## config.mk

```make
export PLATFORM = sky130hd
export DESIGN_NAME = clk_div_meas
export DESIGN_NICKNAME = d
export VERILOG_FILES = /design/src/rtl/clk_meas_pkg.sv /design/src/rtl/sync_edge.sv /design/src/rtl/clk_div_meas.sv
export SDC_FILE = /design/constraint.sdc
export NUM_CORES = 1
export LEC_CHECK = 0
export ABC_AREA = 1
export CORE_MARGIN = 4
export CORE_UTILIZATION = 45
export CTS_CLUSTER_DIAMETER = 80
export DETAILED_ROUTE_END_ITERATION = 12
export MAX_ROUTING_LAYER = met4
export PLACE_DENSITY = 0.75
export SYNTH_ARGS = -nofsm -noshare
export SYNTH_HDL_FRONTEND = slang
export SYNTH_HIERARCHICAL = 1
export SYNTH_SLANG_ARGS = --single-unit
```

## constraint.sdc

```tcl
create_clock -name clk -period 2.5 [get_ports clk]
set_clock_uncertainty 0.15 [all_clocks]
set_input_delay 0.25 -clock clk [delete_from_list [all_inputs] [get_ports clk]]
set_output_delay 0.25 -clock clk [all_outputs]
set_load 0.05 [all_outputs]
```

## src/rtl/clk_meas_pkg.sv

```systemverilog
// +--------------------------------------------------------------------------+
// | clk_meas_pkg : shared types and defaults for the divided-clock meter.    |
// | Rev 1.0                                                                  |
// +--------------------------------------------------------------------------+
`default_nettype none

package clk_meas_pkg;

    localparam int DEF_CNT_W       = 16;
    localparam int DEF_SYNC_STAGES = 2;

    typedef enum logic [1:0] {
        ST_IDLE      = 2'd0,
        ST_WAIT_RISE = 2'd1,
        ST_MEASURE   = 2'd2
    } state_e;

endpackage

`default_nettype wire

```

## src/rtl/sync_edge.sv

```systemverilog
// +--------------------------------------------------------------------------+
// | sync_edge : multi-flop synchronizer followed by a rising-edge detector.  |
// | Rev 1.0                                                                  |
// +--------------------------------------------------------------------------+
`default_nettype none

module sync_edge
    import clk_meas_pkg::*;
#(
    parameter int SYNC_STAGES = DEF_SYNC_STAGES
) (
    input  logic clk,
    input  logic rst,
    input  logic sig_in,
    output logic sync_out,
    output logic rise
);

    logic [SYNC_STAGES-1:0] sync_q;
    logic                   sync_d_q;

    always_ff @(posedge clk) begin
        if (!rst) begin
            sync_q   <= '0;
            sync_d_q <= 1'b0;
        end else begin
            sync_q   <= {sync_q[SYNC_STAGES-2:0], sig_in};
            sync_d_q <= sync_q[SYNC_STAGES-1];
        end
    end

    assign sync_out = sync_q[SYNC_STAGES-1];
    assign rise     = sync_out & ~sync_d_q;

endmodule

`default_nettype wire

```

## src/rtl/clk_div_meas.sv

```systemverilog
// +--------------------------------------------------------------------------+
// | clk_div_meas : measures period, high time and 50% duty of a divided clk. |
// | Rev 1.0                                                                  |
// +--------------------------------------------------------------------------+
`default_nettype none

module clk_div_meas
    import clk_meas_pkg::*;
#(
    parameter int CNT_W       = DEF_CNT_W,
    parameter int SYNC_STAGES = DEF_SYNC_STAGES
) (
    input  logic             clk,
    input  logic             rst,
    input  logic             en,
    input  logic             sig_in,
    output logic [CNT_W-1:0] meas_period,
    output logic [CNT_W-1:0] meas_high,
    output logic             meas_valid,
    output logic             duty_ok,
    output logic             timeout
);

    localparam logic [CNT_W-1:0] CNT_MAX = '1;
    localparam logic [CNT_W-1:0] CNT_ONE = CNT_W'(1);

    logic sync_out;
    logic rise;

    sync_edge #(
        .SYNC_STAGES (SYNC_STAGES)
    ) u_sync_edge (
        .clk      (clk),
        .rst      (rst),
        .sig_in   (sig_in),
        .sync_out (sync_out),
        .rise     (rise)
    );

    state_e           state_q, state_d;
    logic [CNT_W-1:0] period_q, period_d;
    logic [CNT_W-1:0] high_q, high_d;
    logic [CNT_W-1:0] meas_period_q, meas_period_d;
    logic [CNT_W-1:0] meas_high_q, meas_high_d;
    logic             meas_valid_q, meas_valid_d;
    logic             duty_ok_q, duty_ok_d;
    logic             timeout_q, timeout_d;

    // 2*high - period in CNT_W+1 bits: |x| <= 1 means 0, +1 or all-ones.
    logic [CNT_W:0] duty_diff;
    logic           duty_match;

    assign duty_diff  = {high_q, 1'b0} - {1'b0, period_q};
    assign duty_match = (duty_diff == '0) || (duty_diff == (CNT_W+1)'(1)) || (duty_diff == '1);

    always_comb begin
        state_d       = state_q;
        period_d      = period_q;
        high_d        = high_q;
        meas_period_d = meas_period_q;
        meas_high_d   = meas_high_q;
        duty_ok_d     = duty_ok_q;
        meas_valid_d  = 1'b0;
        timeout_d     = 1'b0;

        if (!en) begin
            state_d  = ST_IDLE;
            period_d = '0;
            high_d   = '0;
        end else begin
            case (state_q)
                ST_IDLE: begin
                    state_d  = ST_WAIT_RISE;
                    period_d = '0;
                    high_d   = '0;
                end
                ST_WAIT_RISE: begin
                    if (rise) begin
                        state_d  = ST_MEASURE;
                        period_d = CNT_ONE;
                        high_d   = CNT_ONE;
                    end
                end
                ST_MEASURE: begin
                    // A rise on the saturation cycle still closes a valid period.
                    if (rise) begin
                        meas_period_d = period_q;
                        meas_high_d   = high_q;
                        duty_ok_d     = duty_match;
                        meas_valid_d  = 1'b1;
                        period_d      = CNT_ONE;
                        high_d        = CNT_ONE;
                    end else if (period_q == CNT_MAX) begin
                        timeout_d = 1'b1;
                        state_d   = ST_WAIT_RISE;
                        period_d  = '0;
                        high_d    = '0;
                    end else begin
                        period_d = period_q + CNT_ONE;
                        high_d   = high_q + CNT_W'(sync_out);
                    end
                end
                default: begin
                    state_d  = ST_IDLE;
                    period_d = '0;
                    high_d   = '0;
                end
            endcase
        end
    end

    always_ff @(posedge clk) begin
        if (!rst) begin
            state_q       <= ST_IDLE;
            period_q      <= '0;
            high_q        <= '0;
            meas_period_q <= '0;
            meas_high_q   <= '0;
            meas_valid_q  <= 1'b0;
            duty_ok_q     <= 1'b0;
            timeout_q     <= 1'b0;
        end else begin
            state_q       <= state_d;
            period_q      <= period_d;
            high_q        <= high_d;
            meas_period_q <= meas_period_d;
            meas_high_q   <= meas_high_d;
            meas_valid_q  <= meas_valid_d;
            duty_ok_q     <= duty_ok_d;
            timeout_q     <= timeout_d;
        end
    end

    assign meas_period = meas_period_q;
    assign meas_high   = meas_high_q;
    assign meas_valid  = meas_valid_q;
    assign duty_ok     = duty_ok_q;
    assign timeout     = timeout_q;

endmodule

`default_nettype wire
```

==> summary.md, run 1 <==
| Metric | Value |
|---|---|
| Result of the run | finished clean |
| Buf+Inv Stages, Crit Path | 1 |
| NumNets Final | 770 |
| Synthesis warning total | 6 |
| Dominant cell by count in the synthesized netlist | sky130_fd_sc_hd__nand2_1 |
| Cell with the largest stage delay on the worst path | sky130_fd_sc_hd__dfxtp_1 |
| Placed cell count | ~870 |
| Register-to-Register Setup Slack | 0.21 ns |
| Syn_area_per_cell | 6.340 µm² |
| Post-synth top area share | approximately 32% |
| Met1 GRT Util | between 20 and 30% |
| Slew margin rel. | around 64% |
| Number of buffers created by CTS | 9 |
| Vias in the first global route | between 4000 and 5000 |
| Pwr dens | approximately 420 nW/µm² |
| Number of filler cells placed in the layout | about 900 |
| Post-route worst hold slack | roughly 0.28 ns |
| Category of the worst setup path capture point | flip-flop |
| Routed wirelength normalized by instance count | ~14 µm |
| Y dimension of the die | between 100 and 150 µm |
| RSZ-0062 raised after global routing | no |
| Ys flop type | sky130_fd_sc_hd__dfxtp_1 |
| Die W | 107.5 µm |
| Ranking of synthesized cells by area | sky130_fd_sc_hd__dfxtp_1 (32%), sky130_fd_sc_hd__nand2_1 (18%), sky130_fd_sc_hd__a21oi_1 (8.2%), sky130_fd_sc_hd__inv_1 (8.0%), sky130_fd_sc_hd__nand3_1 (6.3%) |
| Hold_sp | u_sync_edge/sync_q[0] |
| DR pass1 iterations | 6 |
| Cell chosen for the clock root | sky130_fd_sc_hd__clkbuf_8 |
| Final hold violation count | 0 |
| Crit-path max FO | 3 |
| Leak pwr | about 0.0024 µW |
| Area inside the core boundary | just under 10000 µm² |
| Slew at the pin with the worst max-slew slack | about 0.53 ns |
| Gate family responsible for the most delay along the worst path | simple AND/OR/NAND/NOR gates |
| Post-synthesis to final-layout area growth | 19.26% |
| Min-delay worst type | flip-flop to flip-flop |
| WHS Path Cells | 2 |
| DRC violation count after routing | 0 |
| Count of input and output buffers | 38 |
| Setup Slack @ Placement | 0.1111 ns |
| Antenna violations before repair | 0 |
| Number of sinks on the clock net | just over 70 |
| Required time of the worst setup path | around 2.6 ns |
| Capture instance of the worst register-to-register path | high_q[14] |
| Ports placed on the boundary | 39 |
| Most frequent cell on the critical path | sky130_fd_sc_hd__nor2_1 |
| Synthesized instance count | 702 |
| Clock buffer depth | 2 |
| Highest-utilization routing layer at the global route stage | met2 |
| Max Transition Viols Final | 0 |
| H-tree depth reported by CTS | 3 |
| Routed via count | 4629 |
| Startpoint types | flip-flop |
| Post-route fraction of the period consumed by the critical path | about nine tenths |
| Highest cell delay on the worst timing path | between 0.3 and 0.4 ns |
| GRT Overall Usage | ~23% |
| Launch point of the worst reg-to-reg path | u_sync_edge/sync_q[1] |
| Cell depth of the worst flop-to-flop path | 12 |
| Clk Latency, worst-skew pair | between 0.3 and 0.4 ns |
| Sum of routed wire length over all layers | 12.19 mm |
| Sequential cell area | ~1500 µm² |
| Proportion of synthesized chip area in sequential cells | between 30% and 40% |
| Cell types with the highest counts after synthesis | sky130_fd_sc_hd__nand2_1 (209), sky130_fd_sc_hd__inv_1 (95), sky130_fd_sc_hd__a21oi_1 (73) |
| Fraction of registers with async set/reset | 0% |
| Arrival @ worst endpoint | approximately 2.4 ns |
| Final Critical Period | 2.289 ns |
| Most area-hungry cell type in the Yosys netlist | sky130_fd_sc_hd__dfxtp_1 |
| Antenna cell count | 0 |
| Upper clock frequency limit | roughly 440 MHz |
| Synthesized Nets | around 730 |
| Worst Hold Endpoint | u_sync_edge/sync_q[1] |
| CP cell instances | ha_1 > ha_1 > nand2_1 > inv_1 > nand4_1 > nor2_1 > nand2_1 > nor2_1 > nand3_1 > xor2_1 > a22oi_2 > nor2_1 |
| Number of different library cells in the post-synthesis netlist | 31 |
| Total congestion overflow after global routing | 0 |
| Antenna-violating nets left | 0 |
| M2 GR Usage | about two fifths |
| Routing usage on met3 | around 3.2% |
| Total standard cell area after synthesis | around 4500 µm² |
| DR vias/cell | 5.248 |
| PnR worst setup slack | between 0.2 and 0.25 ns |
| Fraction of final layout cells with drive strength greater than 1 | 10.01% |
| Maximum number of pins on one net before global-route repair | 60 |
| Detailed router's first-iteration violation count | approximately 450 |
| Number of setup buffers added after CTS | 0 |
| Combined area of the multi-input logic cells | approximately 2600 µm² |
| Number of standard cells in the final layout excluding fillers | 882 |
| Post-synth EDFFs | 0 |
| Post-Layout Inst Area | ~5300 µm² |
| Maximum vdd ir drop | approximately 0.34 mV |
| Detailed-placement wirelength estimate | about 9.1 mm |
| Critical path class | flip-flop to flip-flop |
| Max_cap viols | 0 |
| Row Count | 36 |
| Final GP Congestion | 0.9138 |
| Clock slew seen by the registers of the worst setup and hold paths | around 0.070 ns |
| First-pass GRT wire length | ~20 mm |
| Initial cell density of the core | between 40% and 50% |
| CTS tree | done |
| Final total negative setup slack | 0 ns |
| Number of endpoints failing setup at the final stage | 0 |
| Standard cell area after detailed placement | approximately 5000 µm² |
| Die Area | between 10000 and 15000 µm² |
| #FFs+latches synth | 72 |
[metal layers]
layer / share of wire (%) / up-vias
met5: 0 / -
met2: 48 / 147
li1: - / 2326
met4: 2.2 / 0
met1: 44 / 2131
met3: 5.7 / 25
[how the worst max path moves through the flow]
| stage | from | slack [ns] | depth (start not counted) | endpoint |
|---|---|---|---|---|
| 6_report | u_sync_edge/sync_q[1] | 0.21 | 12 | high_q[14] |
| 5_1_grt | period_q[11] | 0.003 | 15 | duty_ok |
| 4_1_cts | period_q[10] | 0.08 | 15 | duty_ok |
| 3_5_place_dp | period_q[10] | 0.11 | 15 | duty_ok |
| 3_3_place_gp | period_q[10] | 0.1 | 15 | duty_ok |
| 2_1_floorplan | period_q[10] | 0.45 | 15 | duty_ok |
[cell families after synthesis]
family | Yosys count | share of synthesized area (%)
compound gates | 119 | 14.39
xor+xnor | 10 | 1.968
fa+ha+maj | 22 | 6.185
buf+inv | 117 | 10.12
flops | 72 | 32.39
simple gates | 362 | 34.95
[per-stage QoR]
stage	power [µW]	utilization, %
floorplan	1287	-
global placement	1329	51.89
detailed placement	1332	51.89
CTS	2217	53.82
global route	2290	54.81
finish	2213	54.81
[report_power, final]
group,internal [µW],switching [µW],leakage (µW)
combinational,48.1,104,0.00171
sequential,1150,4.40,0.000585
clock,456,449,0.0000920
total,1660,558,0.00239
[placed cells by master (no fill, tap or decap), types with 3 or more instances in the layout]
cell type / count
sky130_fd_sc_hd__o21ai_0: 36
sky130_fd_sc_hd__nand2_2: 8
sky130_fd_sc_hd__buf_4: 8
sky130_fd_sc_hd__dfxtp_1: 63
sky130_fd_sc_hd__clkbuf_8: 9
sky130_fd_sc_hd__nand3b_1: 3
sky130_fd_sc_hd__a22oi_2: 3
sky130_fd_sc_hd__ha_1: 13
sky130_fd_sc_hd__xor2_1: 10
sky130_fd_sc_hd__clkinv_2: 3
sky130_fd_sc_hd__nand2_1: 207
sky130_fd_sc_hd__inv_1: 95
sky130_fd_sc_hd__ha_4: 4
sky130_fd_sc_hd__clkdlybuf4s50_1: 38
sky130_fd_sc_hd__ha_2: 5
sky130_fd_sc_hd__nor2_2: 3
sky130_fd_sc_hd__nand3_1: 55
sky130_fd_sc_hd__inv_2: 5
sky130_fd_sc_hd__dfxtp_2: 9
sky130_fd_sc_hd__a21oi_1: 70
sky130_fd_sc_hd__nor2_1: 62
sky130_fd_sc_hd__nand4_1: 11
sky130_fd_sc_hd__nor3_1: 3
sky130_fd_sc_hd__a21oi_2: 3
[tightest hold or removal path: cells and delay by family, from the launching register on]
family / cells / cell delay (ns)
and+or+nand+nor: 1 / 0.05
DFF: 1 / 0.31
buffers and inverters: 1 / 0.03
[layout make-up]
class,count,area share (%)
timing repair buffer,48,9.052
tap,133,3.135
multi-input combinational,513,49.84
inverter,100,7.072
clock buffer,10,2.405
clock inverter,6,1.132
sequential,72,27.37
[flip-flops by register name, summed over array words and instances, names as in the netlist]
signal and cells:
duty_ok 1, high_q 16, meas_high 16, meas_period 16, meas_valid 1, period_q 16, state_q 2, timeout 1
u_sync_edge/sync_d_q 1, u_sync_edge/sync_q 2
[timing repair]
action                     4_1_cts  5_1_grt
setup endpoints to repair        0        1
resized for setup                0       26
hold buffers                     0        0
Note: power is estimated with default switching activity, not from simulation.
==> inputs of run 2 (changes only) <==
==> constraint.sdc (replaced) <==
create_clock -name clk -period 2.5 [get_ports clk]
set_clock_uncertainty 0.15 [all_clocks]
set_input_delay 0.25 -clock clk [delete_from_list [all_inputs] [get_ports clk]]
set_output_delay 0.25 -clock clk [all_outputs]
set_load 0.01 [all_outputs]
==> results of run 2 <==
Same layout as run 1 (identical final DEF). Status: finished clean.
Among the figures that moved: total power 2213 µW -> 2209 µW; worst IR drop on VDD 0.3359 mV -> 0.3358 mV
